$ cat config.mk
export PLATFORM = sky130hd
export DESIGN_NAME = kernel_frame_sequencer
export DESIGN_NICKNAME = d
export VERILOG_FILES = /design/src/rtl/kernel_pkg.sv /design/src/rtl/pixel_clamp.sv /design/src/rtl/kernel_frame_sequencer.sv
export SDC_FILE = /design/constraint.sdc
export NUM_CORES = 1
export LEC_CHECK = 0
export CAP_MARGIN = 20
export CORE_AREA = 3 3 72 74
export CTS_CLUSTER_SIZE = 14
export DETAILED_ROUTE_END_ITERATION = 10
export DIE_AREA = 0 0 75 77
export GPL_TIMING_DRIVEN = 0
export PLACE_DENSITY = 0.78
export SYNTH_ARGS = -nofsm -noshare
export SYNTH_HDL_FRONTEND = slang
export SYNTH_SLANG_ARGS = --single-unit
$ cat constraint.sdc
create_clock -name clk -period 2.4 [get_ports clk]
set_clock_uncertainty 0.05 [all_clocks]
set_input_delay 0.48 -clock clk [delete_from_list [all_inputs] [get_ports clk]]
set_output_delay 0.48 -clock clk [all_outputs]
set_load 0.005 [all_outputs]
$ cat src/rtl/kernel_pkg.sv
// Shared types and frame defaults for the 3x3 kernel datapath.
// Pure declarations: no timing or flow-control behaviour of its own.
package kernel_pkg;

  localparam int IMG_W  = 256;
  localparam int IMG_H  = 256;
  localparam int DATA_W = 17;
  localparam int OUT_W  = 8;

  localparam logic [1:0] MODE_BLUR    = 2'b00;
  localparam logic [1:0] MODE_SHARPEN = 2'b01;
  localparam logic [1:0] MODE_OUTLINE = 2'b10;
  localparam logic [1:0] MODE_EMBOSS  = 2'b11;

  typedef enum logic [2:0] {
    ST_IDLE,
    ST_CHECK,
    ST_WAIT,
    ST_WRITE,
    ST_NEXT,
    ST_FINISH
  } seq_state_e;

endpackage

$ cat src/rtl/pixel_clamp.sv
// Saturates a signed filter result into an unsigned pixel; purely combinational,
// zero latency, no flow control.
module pixel_clamp #(
  parameter int DATA_W = kernel_pkg::DATA_W,
  parameter int OUT_W  = kernel_pkg::OUT_W
) (
  input  logic [DATA_W-1:0] din,
  output logic [OUT_W-1:0]  dout
);

  logic neg;
  logic over;

  assign neg  = din[DATA_W-1];
  // Any magnitude bit above the pixel width means the value exceeds the pixel range.
  assign over = |din[DATA_W-2:OUT_W];

  always_comb begin
    if (neg) begin
      dout = '0;
    end else if (over) begin
      dout = '1;
    end else begin
      dout = din[OUT_W-1:0];
    end
  end

endmodule

$ cat src/rtl/kernel_frame_sequencer.sv
// Raster-walks a frame: border pixels cost 3 cycles, interior 3 + fetch latency + write stall.
// Holds the write until wr_ready; abort or a fetch timeout ends the frame via a done pulse.
module kernel_frame_sequencer
  import kernel_pkg::*;
#(
  parameter int IMG_W      = kernel_pkg::IMG_W,
  parameter int IMG_H      = kernel_pkg::IMG_H,
  parameter int DATA_W     = kernel_pkg::DATA_W,
  parameter int OUT_W      = kernel_pkg::OUT_W,
  parameter int TIMEOUT    = 64,
  parameter int BORDER_VAL = 0
) (
  input  logic              clk,
  input  logic              n_rst,
  input  logic              start,
  input  logic              abort,
  input  logic [1:0]        mode_in,
  output logic [1:0]        mode_sel,
  output logic              win_req,
  output logic [7:0]        win_x,
  output logic [7:0]        win_y,
  input  logic              win_ready,
  input  logic [DATA_W-1:0] filt_result,
  output logic              wr_en,
  output logic [15:0]       wr_addr,
  output logic [OUT_W-1:0]  wr_data,
  input  logic              wr_ready,
  output logic              busy,
  output logic              done,
  output logic              err_timeout
);

  localparam int              TW     = $clog2(TIMEOUT + 1);
  localparam logic [7:0]      X_LAST = 8'(IMG_W - 1);
  localparam logic [7:0]      Y_LAST = 8'(IMG_H - 1);
  localparam logic [TW-1:0]   T_LAST = TW'(TIMEOUT - 1);

  seq_state_e       state;
  seq_state_e       state_nxt;
  logic [7:0]       x_q;
  logic [7:0]       y_q;
  logic [TW-1:0]    tcnt_q;
  logic [OUT_W-1:0] clamp_dat;
  logic             border;
  logic             last_pix;
  logic             timeout_hit;

  pixel_clamp #(
    .DATA_W (DATA_W),
    .OUT_W  (OUT_W)
  ) u_clamp (
    .din  (filt_result),
    .dout (clamp_dat)
  );

  assign border   = (x_q == '0) || (y_q == '0) || (x_q == X_LAST) || (y_q == Y_LAST);
  assign last_pix = (x_q == X_LAST) && (y_q == Y_LAST);
  // tcnt_q holds the number of cycles elapsed since the win_req cycle.
  assign timeout_hit = (state == ST_WAIT) && !win_ready && (tcnt_q == T_LAST);

  assign win_x   = x_q;
  assign win_y   = y_q;
  assign wr_addr = 16'(y_q) * 16'(IMG_W) + 16'(x_q);

  always_comb begin
    state_nxt = state;
    win_req   = 1'b0;
    wr_en     = 1'b0;
    busy      = 1'b1;
    done      = 1'b0;
    unique case (state)
      ST_IDLE: begin
        busy = 1'b0;
        if (start) state_nxt = ST_CHECK;
      end
      ST_CHECK: begin
        win_req   = !border;
        state_nxt = border ? ST_WRITE : ST_WAIT;
      end
      ST_WAIT: begin
        if (win_ready) begin
          state_nxt = ST_WRITE;
        end else if (timeout_hit) begin
          state_nxt = ST_FINISH;
        end
      end
      ST_WRITE: begin
        wr_en = 1'b1;
        if (wr_ready) state_nxt = ST_NEXT;
      end
      ST_NEXT: begin
        state_nxt = last_pix ? ST_FINISH : ST_CHECK;
      end
      ST_FINISH: begin
        busy      = 1'b0;
        done      = 1'b1;
        state_nxt = ST_IDLE;
      end
      default: state_nxt = ST_IDLE;
    endcase
    // Abort is ignored in IDLE (start wins) and in FINISH (done is already pulsing).
    if (abort && (state != ST_IDLE) && (state != ST_FINISH)) begin
      state_nxt = ST_FINISH;
    end
  end

  always_ff @(posedge clk or negedge n_rst) begin
    if (!n_rst) begin
      state       <= ST_IDLE;
      x_q         <= '0;
      y_q         <= '0;
      tcnt_q      <= '0;
      mode_sel    <= '0;
      wr_data     <= '0;
      err_timeout <= 1'b0;
    end else begin
      state <= state_nxt;
      case (state)
        ST_IDLE: begin
          if (start) begin
            mode_sel    <= mode_in;
            x_q         <= '0;
            y_q         <= '0;
            err_timeout <= 1'b0;
          end
        end
        ST_CHECK: begin
          tcnt_q <= TW'(1);
          if (border) wr_data <= OUT_W'(BORDER_VAL);
        end
        ST_WAIT: begin
          if (win_ready) begin
            wr_data <= clamp_dat;
          end else begin
            tcnt_q <= tcnt_q + 1'b1;
            if (timeout_hit) err_timeout <= 1'b1;
          end
        end
        ST_NEXT: begin
          if (x_q == X_LAST) begin
            x_q <= '0;
            y_q <= y_q + 8'd1;
          end else begin
            x_q <= x_q + 8'd1;
          end
        end
        default: ;
      endcase
    end
  end

endmodule

Word level (Yosys, flattened, before mapping)
Index checks and enable logic that the tools add are counted.
{"block": "op_classes", "n_mux": 28, "n_reduce_logical": 26, "add_sub_neg": 4, "eq_ne": 18}
{"op": "8-bit two-way mux", "n": 7}
{"op": "8-bit case mux with 2 select lines", "n": 3}
{"op": "3-bit two-way mux", "n": 6}
{"op": "16-bit by 8-bit adder with 16-bit output", "n": 1}
{"op": "8-bit by 1-bit adder with 8-bit output, second input constant", "n": 2}
{"op": "8-bit == test, second input constant", "n": 2}
{"op": "8-bit logical NOT", "n": 2}
{"op": "3-bit case mux with 5 select lines", "n": 1}
{"op": "7-bit case mux with 2 select lines", "n": 1}
{"op": "2-bit != test, second input constant", "n": 6}
{"op": "3-bit != test, second input constant", "n": 3}
{"op": "3-bit AND reduction", "n": 3}
{"op": "1-bit two-way mux", "n": 8}
{"op": "8-bit OR reduction", "n": 1}
{"op": "7-bit by 1-bit adder with 7-bit output, second input constant", "n": 1}
{"op": "7-bit by 6-bit == test with 1-bit output, second input constant", "n": 1}
{"op": "7-bit two-way mux", "n": 1}
{"op": "3-bit by 2-bit == test with 1-bit output, second input constant", "n": 2}
{"op": "3-bit == test, second input constant", "n": 2}
{"op": "2-bit AND reduction", "n": 3}
{"op": "2-bit nonzero test", "n": 3}
{"op": "1-bit logical AND", "n": 5}
{"op": "4-bit by 3-bit != test with 1-bit output, second input constant", "n": 1}
{"op": "4-bit AND reduction", "n": 1}
{"op": "other kinds (7)", "n": 10}
{"block": "word_totals", "elab_cells": 83, "reg_bits": 37}

Depth between registers and ports, before layout
{"block": "depth", "word_depth": 7, "mapped_depth": 7}

Modules after synthesis
Synthesis repeated with hierarchy kept, for this count alone.
{"block": "hier_totals", "cells_unflattened": 252, "area_unflattened_um2": 2140.8}
{"module": "kernel_frame_sequencer", "instances": 1, "cells_per_inst": 233, "seq_area_each_um2": 925.9, "area_each_um2": 2031.9}
{"module": "pixel_clamp", "instances": 1, "cells_per_inst": 19, "seq_area_each_um2": 0.0, "area_each_um2": 108.9}

Least setup slack after synthesis
Ideal clock, no wire load.
{"block": "synth_timing", "kind": "flip-flop to flip-flop", "startpoint": "reg state[1]", "endpoint": "reg y_q[5] (netlist: win_y[5])", "slack_ps": 544, "arrival_time_ps": 1728, "n_path_buf": 1, "required_time_ps": 2272, "stages_incl_launch_ff": 7, "path_cell_list": "dfrtp_1 buf_6 or3b_4 nor3_4 nand3_2 or3_1 a21oi_1"}
{"block": "synth_via", "elab_chain_len": 3}
{"item": "start: declaration", "line": "kernel_frame_sequencer.sv:38", "text": "seq_state_e state;"}
{"item": "start signal: assignment", "line": "kernel_frame_sequencer.sv:117", "text": "state <= state_nxt;"}
{"item": "3-bit == test or 3-bit logical NOT (tied branches)", "line": "kernel_frame_sequencer.sv:118", "text": "case (state)"}
{"item": "2-bit != test (no source line) or 2-bit nonzero test (tied branches)"}
{"item": "3-bit AND reduction (no source line)"}
{"item": "end signal: assignment", "line": "kernel_frame_sequencer.sv:142", "text": "y_q <= y_q + 8'd1;"}
{"item": "end: declaration", "line": "kernel_frame_sequencer.sv:41", "text": "logic [7:0] y_q;"}
Parallel ways exist; a longest one is shown, timed or not.
A chain may end at the register's enable or synchronous reset.

Worst setup path in the final report
{"block": "layout_timing", "startpoint": "reg x_q[0] (netlist: win_x[0])", "endpoint": "out win_req"}
{"block": "layout_via", "elab_chain_len": 6}
{"item": "start: declaration", "line": "kernel_frame_sequencer.sv:40", "text": "logic [7:0] x_q;"}
{"item": "start signal: assignment", "line": "kernel_frame_sequencer.sv:144", "text": "x_q <= x_q + 8'd1;"}
{"item": "8-bit logical NOT", "line": "kernel_frame_sequencer.sv:56", "text": "assign border = (x_q == '0) || (y_q == '0) || (x_q == X_LAST) || (y_q == Y_LAST);"}
{"item": "1-bit logical OR", "line": "kernel_frame_sequencer.sv:56"}
{"item": "1-bit logical OR (*) (2 in series)", "line": "kernel_frame_sequencer.sv:56"}
{"item": "1-bit logical NOT (*)", "line": "kernel_frame_sequencer.sv:77", "text": "win_req = !border;"}
{"item": "1-bit two-way mux (*)", "line": "kernel_frame_sequencer.sv:71", "text": "unique case (state)"}
{"item": "end: declaration", "line": "kernel_frame_sequencer.sv:19", "text": "output logic win_req,"}
Every way passes the cells marked *; elsewhere a longest branch is shown, timed or not.

==> reports/qor.csv <==
metric;value;unit
DR WL/cell;13.2;um
Ports;72;
Slew headroom;45.2;%
Initial Utilization;44.3;%
TNS Setup;0;ps
FF/Latch Area;935;um2
Synth Instances;233;
sequential area share after synthesis;44.8;%
Critical Path Max Stage Delay;430;ps
crit path max fanout;4;
Worst path slowest cell;dfrtp_2;
hold_buf cts;0;
core area;4660;um2
Clock Tree Root;clkbuf_8;
maximum vdd ir drop;640;uV
mean post-synth cell area;8.86;um2
area of the multi-input gates;1010;um2
clk_lat worst skew;280;ps
Die Ht;77;um
Setup CP Type;reg2out;
routed via count;1955;
Post-DP HPWL;3.66;mm
outcome;finished clean;
measured slew at the worst slew-check pin;822;ps
Post-Route WL;5.01;mm
first-pass iteration count of the detailed router;4;
maximum buffer depth of the clock tree;2;
global-route wire length before repair;8.52;mm
hold_ws;240;ps
HP Class;in2async;
most frequent cells in the layout;69 x clkdlybuf4s50_1, 36 x o21ai_0, 30 x dfrtp_1, 29 x buf_4;
# H-tree levels;2;
ys flop type;dfrtp_1;
CP Launch Type;flop;
initial antenna violation count;0;
most common cell after layout, fill and taps aside;clkdlybuf4s50_1;
CP Capture Type;primary output;
Pleak;0.00137;uW
multiplexer share of the synthesized area;0.485;%
warning count from the yosys run;0;
cell family with most CP delay;simple AND/OR/NAND/NOR gates;
I/O Buffers;71;
DR DRC count;0;
post-synthesis compound-gate area fraction;12.8;%
Routability Congestion;0.802;
part of the cycle the worst path needs;96.0;%
Cell variety after synth;38;
Cell Pwr Density;779;nW/um2
Total Nets Final;354;
number of DRC markers in iteration 0;93;
Die ar.;5780;um2
chip width;75;um
netlist area before placement;2060;um2
largest net degree at the start of global routing;38;
Fill cells;403;
TritonCTS clock tree;done;
synthesized-area fraction occupied by adder cells;3.03;%
CP arrival;1770;ps
endpoints failing setup;0;
RSZ-0062 raised after global routing;false;
final number of hold-violating endpoints;0;
Layout area overhead;50.5;%
Seq cells post-synth;37;
Post-Synth Simple-Gate Area;24.1;%
remaining global-route overflow;0;
largest family of logic cells by synthesized area;simple AND/OR/NAND/NOR gates;
f_max;434;MHz
max-slew violation count;0;
CTS clock-pin slew for the worst setup and hold paths;70;ps
Antenna Nets Post-Route;0;
Post-Syn Nets;263;
max_cap viols;0;
vias per cell;5.16;
share of cells above drive strength 1;19.1;%
clk sinks;37;
vias in the first global route;1899;
Num CTS Buffers;5;
worst path cell trace;buf_6 -> inv_1 -> ha_2 -> nand3_1 -> and3b_2 -> and3_4 -> dlygate4sd2_1;
ys async rst share;100;%
GRT Overall Usage;18.7;%
WP data required;1870;ps
xor and xnor area share after synthesis;4.67;%
antenna fix cells;0;
min Tclk post-route;2300;ps
Row Count;25;
number of synthesized flops with an enable pin;0;
CP Buf/Inv Count;3;
## worst paths after layout
path / slack, ps / cells past startpoint / endpoint / from
max in group asynchronous: 1490 / 1 / win_x[7] / n_rst
setup reg to reg: 210 / 5 / win_x[5] / state[2]
hold / removal: 240 / 1 / win_y[5] / n_rst
setup / recovery: 100 / 7 / win_req / win_x[0]
min in group clk: 430 / 2 / mode_sel[1] / mode_sel[1]
hold reg to reg: 430 / 2 / mode_sel[1] / mode_sel[1]
## registers in the layout (all words and copies together) (netlist names)
register and cells:
tcnt_q 7, mode_sel 2, wr_data 8, state 3, win_y 8, win_x 8
err_timeout 1
## area by class of cell
cell class                 count  share of cell area (%)
clock inverter                 2                   0.322
clock buffer                   6                    2.33
tap                           54                    2.17
sequential                    37                    30.1
inverter                      16                    1.93
buffer                        20                    4.63
multi-input combinational    159                    32.4
timing repair buffer          85                    26.2
## cell usage after synthesis (2+ instances only)
master	number	area [um2]
inv_1	16	60.1
nand3_1	8	40.0
o31ai_1	4	30.0
buf_4	16	120
dfrtp_1	37	926
xor2_1	9	78.8
and3_1	9	56.3
ha_1	5	62.6
nor4_1	4	25.0
a21oi_1	4	20.0
xnor2_1	2	17.5
nor2_1	23	86.3
clkbuf_1	3	11.3
nand2b_1	2	12.5
nand4_1	8	50.1
nand2_1	22	82.6
o21ai_0	37	185
nor2b_1	2	12.5
and2_1	2	12.5
nor3_1	2	10.0
## report_power, final
| group | internal, uW | switching [uW] |
|---|---|---|
| Combinational | 610 | 492 |
| Clock | 201 | 212 |
| Sequential | 760 | 147 |
## cell families (layout without fill, tap and decap cells)
logic type	count (synthesis)	count (layout)
compound gates	49	49
xor+xnor	11	11
fa+ha+maj	5	5
buf+inv	37	129
flops	37	37
mux	1	1
simple gates	93	93
## per-layer routing
| metal | global-route usage, % | vias to the layer above | wire length, um |
|---|---|---|---|
| li1 | - | 969 | - |
| met2 | 29.9 | 55 | 2510 |
| met3 | 4.46 | 9 | 239 |
| met1 | 24.0 | 922 | 2180 |
| met5 | 0 | - | 0 |
| met4 | 6.94 | 0 | 88 |
## metrics by stage
stage                     cell area [um2]  utilization (%)  worst slack (ps)  cells  total power [uW]
after floorplan                      2060                -               544    233              1390
after detailed placement             2840             60.9              -115    358              1890
after global routing                 3110             66.7              3.36    379              2610
after global placement               2840             61.0             -53.0    358              1860
final                                3110             66.7              96.3    379              2420
after CTS                            3020             64.8              62.0    372              2370
## what timing repair did
item | in CTS | in global routing
gates cloned | 0 | 0
pin swaps | 2 | 2
buffers inserted | 7 | 7
gates resized for setup | 17 | 7
setup endpoints to repair | 2 | 3
Note: power is estimated with default switching activity, not from simulation.
